===== src/rtl/regfile_mp.sv =====
// rtl/regfile_mp.sv - multi-port register file: one write port, two combinational read ports, clear sweep after reset
//
// Parameters:
//   DATA_W  entry width
//   ADDR_W  address width, DEPTH = 2**ADDR_W entries
//   BYPASS  1: a read port addressing the entry being written shows w_data in the same cycle
// Ports:
//   clk       clock, all state updates on the rising edge
//   rst_n     synchronous active-low reset
//   w_en      write enable (ignored until ready)
//   w_addr    write address
//   w_data    write data
//   r_addr_a  read port A address
//   r_data_a  read port A data (combinational)
//   r_addr_b  read port B address
//   r_data_b  read port B data (combinational)
//   ready     high once every entry has been cleared and writes are accepted
module regfile_mp #(
    parameter int DATA_W = 16,
    parameter int ADDR_W = 3,
    parameter int BYPASS = 0
) (
    input  logic              clk,
    input  logic              rst_n,
    input  logic              w_en,
    input  logic [ADDR_W-1:0] w_addr,
    input  logic [DATA_W-1:0] w_data,
    input  logic [ADDR_W-1:0] r_addr_a,
    output logic [DATA_W-1:0] r_data_a,
    input  logic [ADDR_W-1:0] r_addr_b,
    output logic [DATA_W-1:0] r_data_b,
    output logic              ready
);

    localparam int DEPTH = 1 << ADDR_W;
    localparam logic [ADDR_W-1:0] LAST_IDX = ADDR_W'(DEPTH - 1);

    typedef enum logic {
        ST_CLEAR = 1'b0,
        ST_RUN   = 1'b1
    } state_t;

    state_t            state_q, state_d;
    logic [ADDR_W-1:0] clr_ptr_q, clr_ptr_d;
    logic [DATA_W-1:0] mem_q [DEPTH];

    logic              mem_we;
    logic [ADDR_W-1:0] mem_waddr;
    logic [DATA_W-1:0] mem_wdata;
    logic              rd_live;
    logic              fwd_a;
    logic              fwd_b;

    // State register
    always_ff @(posedge clk) begin
        if (!rst_n) begin
            state_q   <= ST_CLEAR;
            clr_ptr_q <= '0;
        end else begin
            state_q   <= state_d;
            clr_ptr_q <= clr_ptr_d;
        end
    end

    // Next-state logic: sweep one entry per edge, leave CLEAR after the last one
    always_comb begin
        state_d   = state_q;
        clr_ptr_d = clr_ptr_q;
        if (state_q == ST_CLEAR) begin
            clr_ptr_d = clr_ptr_q + 1'b1;
            if (clr_ptr_q == LAST_IDX) begin
                state_d = ST_RUN;
            end
        end
    end

    // Output logic: the single storage write port is shared between the
    // clear sweep and the user port; the user port only owns it in RUN,
    // so writes during CLEAR are simply dropped.
    always_comb begin
        mem_we    = 1'b0;
        mem_waddr = '0;
        mem_wdata = '0;
        if (state_q == ST_CLEAR) begin
            mem_we    = 1'b1;
            mem_waddr = clr_ptr_q;
        end else begin
            mem_we    = w_en;
            mem_waddr = w_addr;
            mem_wdata = w_data;
        end
    end

    assign ready = (state_q == ST_RUN);

    // Storage has no reset of its own; its contents are defined by the sweep.
    // rst_n gates the write so that reset always wins over write and sweep.
    always_ff @(posedge clk) begin
        if (rst_n && mem_we) begin
            mem_q[mem_waddr] <= mem_wdata;
        end
    end

    // Reads are forced to zero whenever the contents are not yet defined,
    // including the cycles where rst_n is low before the state register sees it.
    assign rd_live = rst_n && (state_q == ST_RUN);
    assign fwd_a   = (BYPASS != 0) && w_en && (r_addr_a == w_addr);
    assign fwd_b   = (BYPASS != 0) && w_en && (r_addr_b == w_addr);

    always_comb begin
        r_data_a = '0;
        r_data_b = '0;
        if (rd_live) begin
            r_data_a = fwd_a ? w_data : mem_q[r_addr_a];
            r_data_b = fwd_b ? w_data : mem_q[r_addr_b];
        end
    end

endmodule


===== config.mk =====
export PLATFORM = sky130hd
export DESIGN_NAME = regfile_mp
export DESIGN_NICKNAME = d
export VERILOG_FILES = /design/src/rtl/regfile_mp.sv
export SDC_FILE = /design/constraint.sdc
export NUM_CORES = 1
export LEC_CHECK = 0
export ABC_AREA = 1
export CAP_MARGIN = 10
export CORE_MARGIN = 5
export CORE_UTILIZATION = 47
export CTS_BUF_LIST = sky130_fd_sc_hd__clkbuf_4 sky130_fd_sc_hd__clkbuf_8 sky130_fd_sc_hd__clkbuf_16
export CTS_CLUSTER_DIAMETER = 150
export CTS_CLUSTER_SIZE = 20
export DETAILED_ROUTE_END_ITERATION = 6
export PLACE_DENSITY = 0.67
export REMOVE_ABC_BUFFERS = 1
export SLEW_MARGIN = 30
export SYNTH_ARGS = -nofsm -noshare
export SYNTH_HDL_FRONTEND = slang
export SYNTH_SLANG_ARGS = --single-unit

===== constraint.sdc =====
create_clock -name clk -period 2.13 [get_ports clk]
set_input_delay 0.426 -clock clk [delete_from_list [all_inputs] [get_ports clk]]
set_output_delay 0.426 -clock clk [all_outputs]
set_load 0.01 [all_outputs]

==> results_dict.tcl, run 1 <==
set metrics [dict create \
    seq_power_share_pct 46.3 \
    wl_per_cell_microns 16.8 \
    initial_core_util_pct 47.7 \
    ys_top_cells_by_area "edfxtp_1 (53%), nand2_1 (18%), nand3_1 (11%), inv_1 (7.8%), nor2_1 (4.1%)" \
    switching_share_pct 23.3 \
    grt_start_max_net_pins 33 \
    io_buffers 60 \
    clk_latency_ps 420 \
    dp.cells 1173 \
    place_area_sq_um 8390 \
    max_stage_delay_ps 340 \
    io_pins 61 \
    num_vias 6396 \
    wirelength_microns 20400 \
    hold_viol_final 0 \
    required_ps 1700 \
    worst-setup-path-type "flop to output pin" \
    firstDrtPassIters 5 \
    power_switching_mw 1.47 \
    nNetsFinal 1044 \
    p_per_area_nw_per_um2 690 \
    place_congestion 0.811 \
    synth.avg_cell_area_sq_um 7.76 \
    arrival_ps 1670 \
    synth-seq-cells 132 \
    dp_slack_ps -495 \
    holdCritPathClass "input pin to flop" \
    numCtsBuffers 17 \
    grt-busiest-layer "met2" \
    crit_path_end_kind "output pin" \
    syn_inst 931 \
    pwr-share-clk_pct 42.4 \
    cts_root_buf "clkbuf_16" \
    yosysWarningCount 0 \
    area_delta_synth_final_pct 26.5 \
    crit_chain "nand2_2 -> inv_4 -> buf_12 -> buf_4 -> nand2_1 -> nor2_1 -> clkdlybuf4s15_1" \
    synth_most_common_cell "nand2_1" \
    die_x_microns 134 \
    combPwrFrac_pct 11.4 \
    coreArea_sq_um 15100 \
    cts_tree "yes" \
    period_minus_slack_ps 2100 \
    synth-edff-count 128 \
    drive_gt1_share_pct 11.4 \
    finalSetupViolations 0 \
    die_h_microns 134 \
    grt_pass1_vias 6194 \
    clk_pin_slew_worst_paths_ps 50 \
    clockBufferDepth 2 \
    row_count 45 \
    detail_route.iter0.violations 514 \
    setup_tns_ps 0 \
    fill_cells 1307 \
    peakVddDrop_uv 517 \
    drtAntennaViolNets 0 \
    antenna_found_initial 0 \
    die_area_sq_um 18000 \
    timing.final.crit_share_pct 98.4 \
    setup_ws_ps 33.6 \
    crit_fanout 7 \
    status "completed" \
    use_met1_pct 28.7 \
    netlist_top_cells_count "nand2_1 (345), nand3_1 (160), inv_1 (150)" \
    dp_hpwl_microns 11900 \
    syn-cell-area_sq_um 7230 \
    async_flop_share_pct 0 \
    diodes 0 \
    drv_cap 0 \
    crit_slowest_cell "dfxtp_2" \
    grt_pass1_wl_microns 32300 \
    synth.top_cell.area_share_pct 53.2 \
    grt_use_met2_pct 41.0 \
    htree_levels 4 \
    rsz0062_at_grt "true" \
    worst_pin_slew_ps 338 \
    cellLeakagePower_nw 4.44 \
    gr-total-overflow 0 \
    yosys.cell_types.count 18 \
    seq_area_frac_synth_pct 54.3 \
    drt-vias-per-instance 5.26 \
    cts.sinks 132 \
    design_area_sq_um 9140 \
    grt_usage_pct 23.4 \
    timing.slew.headroom_pct 77.4 \
    yosys.area.top_type "edfxtp_1" \
    synth_ff_type "edfxtp_1" \
    internal_power_mw 4.83 \
    drc 0 \
    timing.fmax_mhz 477 \
    slew_viol_final 0 \
    startpoint_type "flop" \
    final_cell_count_no_fill 1215 \
    finClkSkew_ps 7.23 \
    met3_usage_pct 4.80 \
]
area by class of cell:
type | count | area (sq um) | share of cell area, %
Multi-Input combinational cell | 595 | 2490 | 27.2
Clock inverter | 6 | 30.0 | 0.329
Inverter | 153 | 577 | 6.31
Tap cell | 188 | 235 | 2.57
Clock buffer | 26 | 512 | 5.60
Timing Repair Buffer | 115 | 1370 | 15.0
Sequential cell | 132 | 3930 | 43.0
metrics by stage:
stage                     utilization, %  power, mW  hold slack [ps]
final                               60.3       6.31              424
after detailed placement            55.4       3.62              459
after global placement              55.4       3.61              451
after global routing                60.3       6.54              452
after floorplan                        -       3.27              454
after CTS                           60.3       6.29              410
power by group through the flow:
stage          Combinational, mW  Sequential [mW]  Clock, mW
4_1_cts                    0.703             2.92       2.67
2_1_floorplan              0.306             2.97          0
6_report                   0.716             2.92       2.67
3_3_place_gp               0.644             2.97          0
5_1_grt                    0.783             2.92       2.83
3_5_place_dp               0.650             2.97          0
worst max-delay path: cells and delay by family, from the launching register on:
family / cells / cell delay (ps)
buffers and inverters: 4 / 650
flip-flops: 1 / 340
AND/OR/NAND/NOR: 3 / 290
final timing paths:
kind                            depth (start not counted)           end  slack [ps]    startpoint
worst max-delay path                                    7   r_data_a[8]          30         ready
worst min-delay path                                    3         ready         420         rst_n
worst max register to register                          7  mem_q[1][11]         300         ready
worst min register to register                          2  clr_ptr_q[0]         480  clr_ptr_q[0]
metal layers:
layer / vias up / wire length [microns]
met3: 55 / 1380
li1: 3081 / -
met4: 0 / 507
met5: - / 0
met2: 280 / 10200
met1: 2980 / 8300
cell families (layout without fill, tap and decap cells):
family                   Yosys count  count (layout)  share of synthesized area (%)
AND/OR/NAND/NOR                  586             586                           33.3
adder cells (fa/ha/maj)            2               2                          0.346
buffers and inverters            204             300                           11.4
AO/OA/AOI/OAI                      7               7                          0.623
flip-flops                       132             132                           54.3
flip-flops by register name (all words and copies together), names as in the netlist:
| name | count |
|---|---|
| clr_ptr_q | 3 |
| mem_q | 128 |
| ready | 1 |
timing repair:
| item | in CTS | in global routing |
|---|---|---|
| setup buffers | 4 | 0 |
| gates resized for setup | 67 | 26 |
| cloned | 6 | 1 |
| endpoints found under the hold margin | 0 | 0 |
| endpoints found under the setup margin | 33 | 25 |
| pin swaps | 1 | 1 |
| hold buffers | 0 | 0 |
placed cells by master (no fill, tap or decap), types with 17 or more instances in the layout:
cell type and n:
buf_4 23, edfxtp_1 128, clkdlybuf4s50_1 21, nor2_1 75, nand2_1 344, dlygate4sd2_1 17, buf_12 20, clkbuf_16 18
nand3_1 160, inv_1 147
No activity file was read; power rests on OpenSTA's default activity.
==> run 2: changes to the inputs <==
clock period = 2.6 ns   (was 2.13 ns; I/O delays follow)
==> results_dict.tcl, run 2 (same netlist as run 1, synthesis figures left out) <==
set metrics [dict create \
    status "completed" \
    cts.sinks 132 \
    peakVddDrop_uv 315 \
    arrival_ps 1940 \
    num_vias 6183 \
    finalSetupViolations 0 \
    drv_cap 0 \
    postCtsSetupBuffers 0 \
    nNetsFinal 1032 \
    setup_ws_ps 139 \
    met3_usage_pct 4.58 \
    fin_hold_ws_ps 489 \
    die_h_microns 134 \
    wl_per_cell_microns 16.1 \
    drtAntennaViolNets 0 \
    firstDrtPassIters 5 \
    crit_top_cell "nand2_1" \
    worstPathBufferInverterCount 4 \
    crit_slowest_cell "clkdlybuf4s50_1" \
    required_ps 2080 \
    antenna_found_initial 0 \
    detail_route.iter0.violations 415 \
    timing.final.crit_share_pct 94.6 \
    gr-total-overflow 0 \
    largest_register_ff_count 128 \
    cts_root_buf "clkbuf_16" \
    cts_tree "yes" \
    period_minus_slack_ps 2460 \
    initial_core_util_pct 47.7 \
    grt_usage_pct 22.3 \
    clk_pin_slew_worst_paths_ps 50 \
    coreArea_sq_um 15100 \
    use_met1_pct 27.7 \
    cellLeakagePower_nw 4.46 \
    grt_use_met2_pct 38.2 \
    worst-setup-path-type "input pin to output pin" \
    holdCritPathClass "flop to flop" \
    worstHoldPathCells 2 \
    die_area_sq_um 18000 \
    final_common_cell "nand2_1" \
    design_area_sq_um 8960 \
    numCtsBuffers 17 \
    row_count 45 \
    dp_slack_ps -207 \
    grt_pass1_wl_microns 30900 \
    startpoint_type "input pin" \
    max_stage_delay_ps 490 \
    crit_chain "clkdlybuf4s50_1 -> nand2_1 -> inv_4 -> buf_12 -> nand2_1 -> nor2_1 -> dlygate4sd2_1" \
    worst_pin_slew_ps 357 \
    place_area_sq_um 8320 \
    max_flop_register "mem_q" \
    grt-busiest-layer "met2" \
    cp_num_cells 7 \
    path_delay_family "buffers and inverters" \
    timing.fmax_mhz 406 \
    drc 0 \
    reg2regPathDepth 7 \
    final_cell_mix "nand2_1 (345), nand3_1 (160), inv_1 (147)" \
    crit_fanout 11 \
    clockBufferDepth 2 \
    hold_viol_final 0 \
    drt-vias-per-instance 5.14 \
    wirelength_microns 19400 \
    crit_path_end_kind "output pin" \
    p_per_area_nw_per_um2 567 \
    io_pins 61 \
    dp_hpwl_microns 11500 \
    area_delta_synth_final_pct 24.1 \
    drive_gt1_share_pct 8.18 \
    diodes 0 \
    htree_levels 4 \
    grt_pass1_vias 5957 \
    die_x_microns 134 \
    slew_viol_final 0 \
    finClkSkew_ps 4.89 \
    ctsHoldBuffers 0 \
    place_congestion 0.817 \
    clk_latency_ps 420 \
    rsz0062_at_grt "false" \
    io_buffers 60 \
    timing.slew.headroom_pct 76.1 \
    grt_start_max_net_pins 41 \
]
[run 2: cell count changes in the layout (fill, tap and decap cells not counted), sizes merged]
cell,before,now
clkdlybuf4s15,10,1
bufinv,0,1
clkinv,6,9
bufbuf,5,3
clkinvlp,0,3
clkbuf,33,20
dlygate4sd2,17,27
buf,55,41
dlymetal6s2s,0,6
clkdlybuf4s50,21,24
[run 2: path summary, 6_finish.rpt]
| check | startpoint | to | slack, ps |
|---|---|---|---|
| setup / recovery | rst_n | r_data_a[4] | 140 |
| hold / removal | clr_ptr_q[0] | clr_ptr_q[0] | 490 |
| hold reg to reg | clr_ptr_q[0] | clr_ptr_q[0] | 490 |
| setup reg to reg | ready | mem_q[2][11] | 660 |
[run 2: where the power goes]
part	switching [mW]	internal, mW
combinational	0.330	0.218
sequential	0.0159	2.37
clock	0.837	1.31
total	1.18	3.90
[run 2: worst reg2reg max path: cells and delay by family, from the launching register on]
family	cells	cell delay, ps
flops	1	330
compound gates	1	80
simple gates	3	480
buf+inv	3	730
[run 2: cell type report]
class	instances	area, sq um
Clock inverter	13	92.6
Inverter	153	577
Clock buffer	19	440
Timing Repair Buffer	103	1220
Multi-Input combinational cell	595	2480
Tap cell	188	235
Sequential cell	132	3920
Fill cell	1304	6180
[run 2: layer usage]
metal	vias up	part of all wire (%)
met4	0	2.3
met5	-	0
met3	44	6.8
met2	250	50
li1	3052	-
met1	2837	41
[run 2: repair_timing]
item,4_1_cts,5_1_grt
endpoints found under the setup margin,32,6
cloned,3,1
gates resized for setup,33,8
[run 2: metrics by stage]
stage                     instances  TNS (ps)  utilization, %  power, mW
final                          1203         0            59.2       5.08
after CTS                      1202     -95.9            58.9       5.11
after floorplan                 880         0               -       2.68
after global routing           1203         0            59.2       5.27
after detailed placement       1167     -4410            54.9       2.95
after global placement         1167     -4340            54.9       2.95
==> run 3: changes to the inputs <==
PLACE_DENSITY = 0.74   (was 0.67)
==> results_dict.tcl, run 3 (same netlist as run 1, synthesis figures left out) <==
set metrics [dict create \
    status "completed" \
    setup_tns_ps 0 \
    drc 0 \
    drtAntennaViolNets 0 \
    peakVddDrop_uv 404 \
    worstHoldPathCells 2 \
    design_area_sq_um 8930 \
    dp_hpwl_microns 11700 \
    clk_latency_ps 420 \
    hold_viol_final 0 \
    timing.slew.headroom_pct 77.0 \
    antenna_found_initial 0 \
    max_flop_register "mem_q" \
    worst_pin_slew_ps 345 \
    period_minus_slack_ps 2510 \
    crit_chain "clkdlybuf4s50_1 -> nand2_1 -> inv_2 -> buf_4 -> buf_6 -> nand2_1 -> nor2_1 -> dlygate4sd2_1" \
    cts_root_buf "clkbuf_16" \
    io_buffers 60 \
    row_count 45 \
    drive_gt1_share_pct 9.12 \
    timing.final.crit_share_pct 96.7 \
    slew_viol_final 0 \
    htree_levels 4 \
    path_delay_family "buffers and inverters" \
    grt_pass1_wl_microns 30900 \
    final_util_pct 59.0 \
    io_pins 61 \
    startpoint_type "input pin" \
    initial_core_util_pct 47.7 \
    final_cell_mix "nand2_1 (345), nand3_1 (160), inv_1 (147)" \
    diodes 0 \
    largest_register_ff_count 128 \
    cts.sinks 132 \
    max_stage_delay_ps 510 \
    gr-total-overflow 0 \
    arrival_ps 1990 \
    final_common_cell "nand2_1" \
    finalSetupViolations 0 \
    p_per_area_nw_per_um2 604 \
    place_area_sq_um 8320 \
    place_congestion 0.844 \
    wl_per_cell_microns 15.7 \
    firstDrtPassIters 7 \
    reg2regPathDepth 7 \
    grt_start_max_net_pins 55 \
    finClkSkew_ps 12.6 \
    crit_slowest_cell "clkdlybuf4s50_1" \
    holdCritPathClass "flop to flop" \
    area_delta_synth_final_pct 23.7 \
    drv_cap 0 \
    crit_path_end_kind "output pin" \
    worstPathBufferInverterCount 5 \
    cellLeakagePower_nw 4.37 \
    die_x_microns 134 \
    clockBufferDepth 2 \
    num_vias 6257 \
    coreArea_sq_um 15100 \
    die_area_sq_um 18000 \
    timing.fmax_mhz 398 \
    drt-vias-per-instance 5.18 \
    worst-setup-path-type "input pin to output pin" \
    cts_tree "yes" \
    detail_route.iter0.violations 826 \
    clk_pin_slew_worst_paths_ps 60 \
    numCtsBuffers 17 \
    die_h_microns 134 \
    fill_cells 1296 \
    cp_num_cells 8 \
    grt_usage_pct 22.1 \
    crit_top_cell "nand2_1" \
    grt_pass1_vias 6189 \
    required_ps 2080 \
    nNetsFinal 1037 \
    crit_fanout 8 \
    wirelength_microns 19000 \
]
==> run 3: cell types whose count changed in the layout (fill, tap and decap cells not counted), moves of 2 or more <==
cell	before	now
bufbuf_16	3	1
clkinv_2	5	2
clkbuf_2	0	5
dlymetal6s2s_1	6	0
buf_4	20	28
dlygate4sd2_1	27	29
clkinvlp_4	3	1
bufinv_16	1	4
buf_12	18	14
buf_6	1	4
==> run 3: area by class of cell <==
cell class / count / area (sq um) / share of cell area [%]
inverters: 153 / 574 / 6.43
clock inverters: 12 / 161 / 1.81
well taps: 188 / 235 / 2.63
repair buffers: 108 / 1110 / 12.4
clock buffers: 20 / 448 / 5.01
flip-flops and latches: 132 / 3920 / 43.9
multi-input cells: 595 / 2480 / 27.8
==> run 3: final timing paths <==
kind         startpoint          end  slack, ps
max               rst_n  r_data_a[4]         90
min               ready        ready        480
max reg2reg       ready  mem_q[0][3]        650
min reg2reg       ready        ready        480
==> run 3: timing repair <==
action | 4_1_cts | 5_1_grt
buffers inserted | 0 | 1
gates resized for setup | 44 | 10
cloned | 1 | 0
hold buffers | 0 | 0
endpoints found under the setup margin | 32 | 7
==> run 3: per-layer routing <==
metal	vias to the layer above	wire length [microns]	GRT usage, %
li1	3061	-	-
met1	2849	7480	27.1
met2	296	9310	36.7
met3	51	1720	6.30
met4	0	501	9.31
met5	-	0	0
==> run 3: worst min-delay path: cells and delay by family, from the launching register on <==
kind / cells / cell delay, ps
DFF: 1 / 310
and+or+nand+nor: 2 / 130
==> run 3: power by group <==
group | switching, mW | internal, mW | leakage (nW)
Combinational | 0.330 | 0.205 | 2.94
Sequential | 0.0154 | 2.37 | 1.13
Clock | 0.857 | 1.62 | 0.298
Total | 1.20 | 4.20 | 4.37
==> run 3: through the flow <==
step                      hold WS [ps]  worst slack (ps)  std cells  power, mW
after global placement             450              -242       1174       2.95
after detailed placement           453              -250       1174       2.96
after CTS                          480              2.37       1207       5.41
final                              478              86.5       1208       5.40
after floorplan                    454               223        880       2.68
after global routing               515            -0.991       1208       5.58
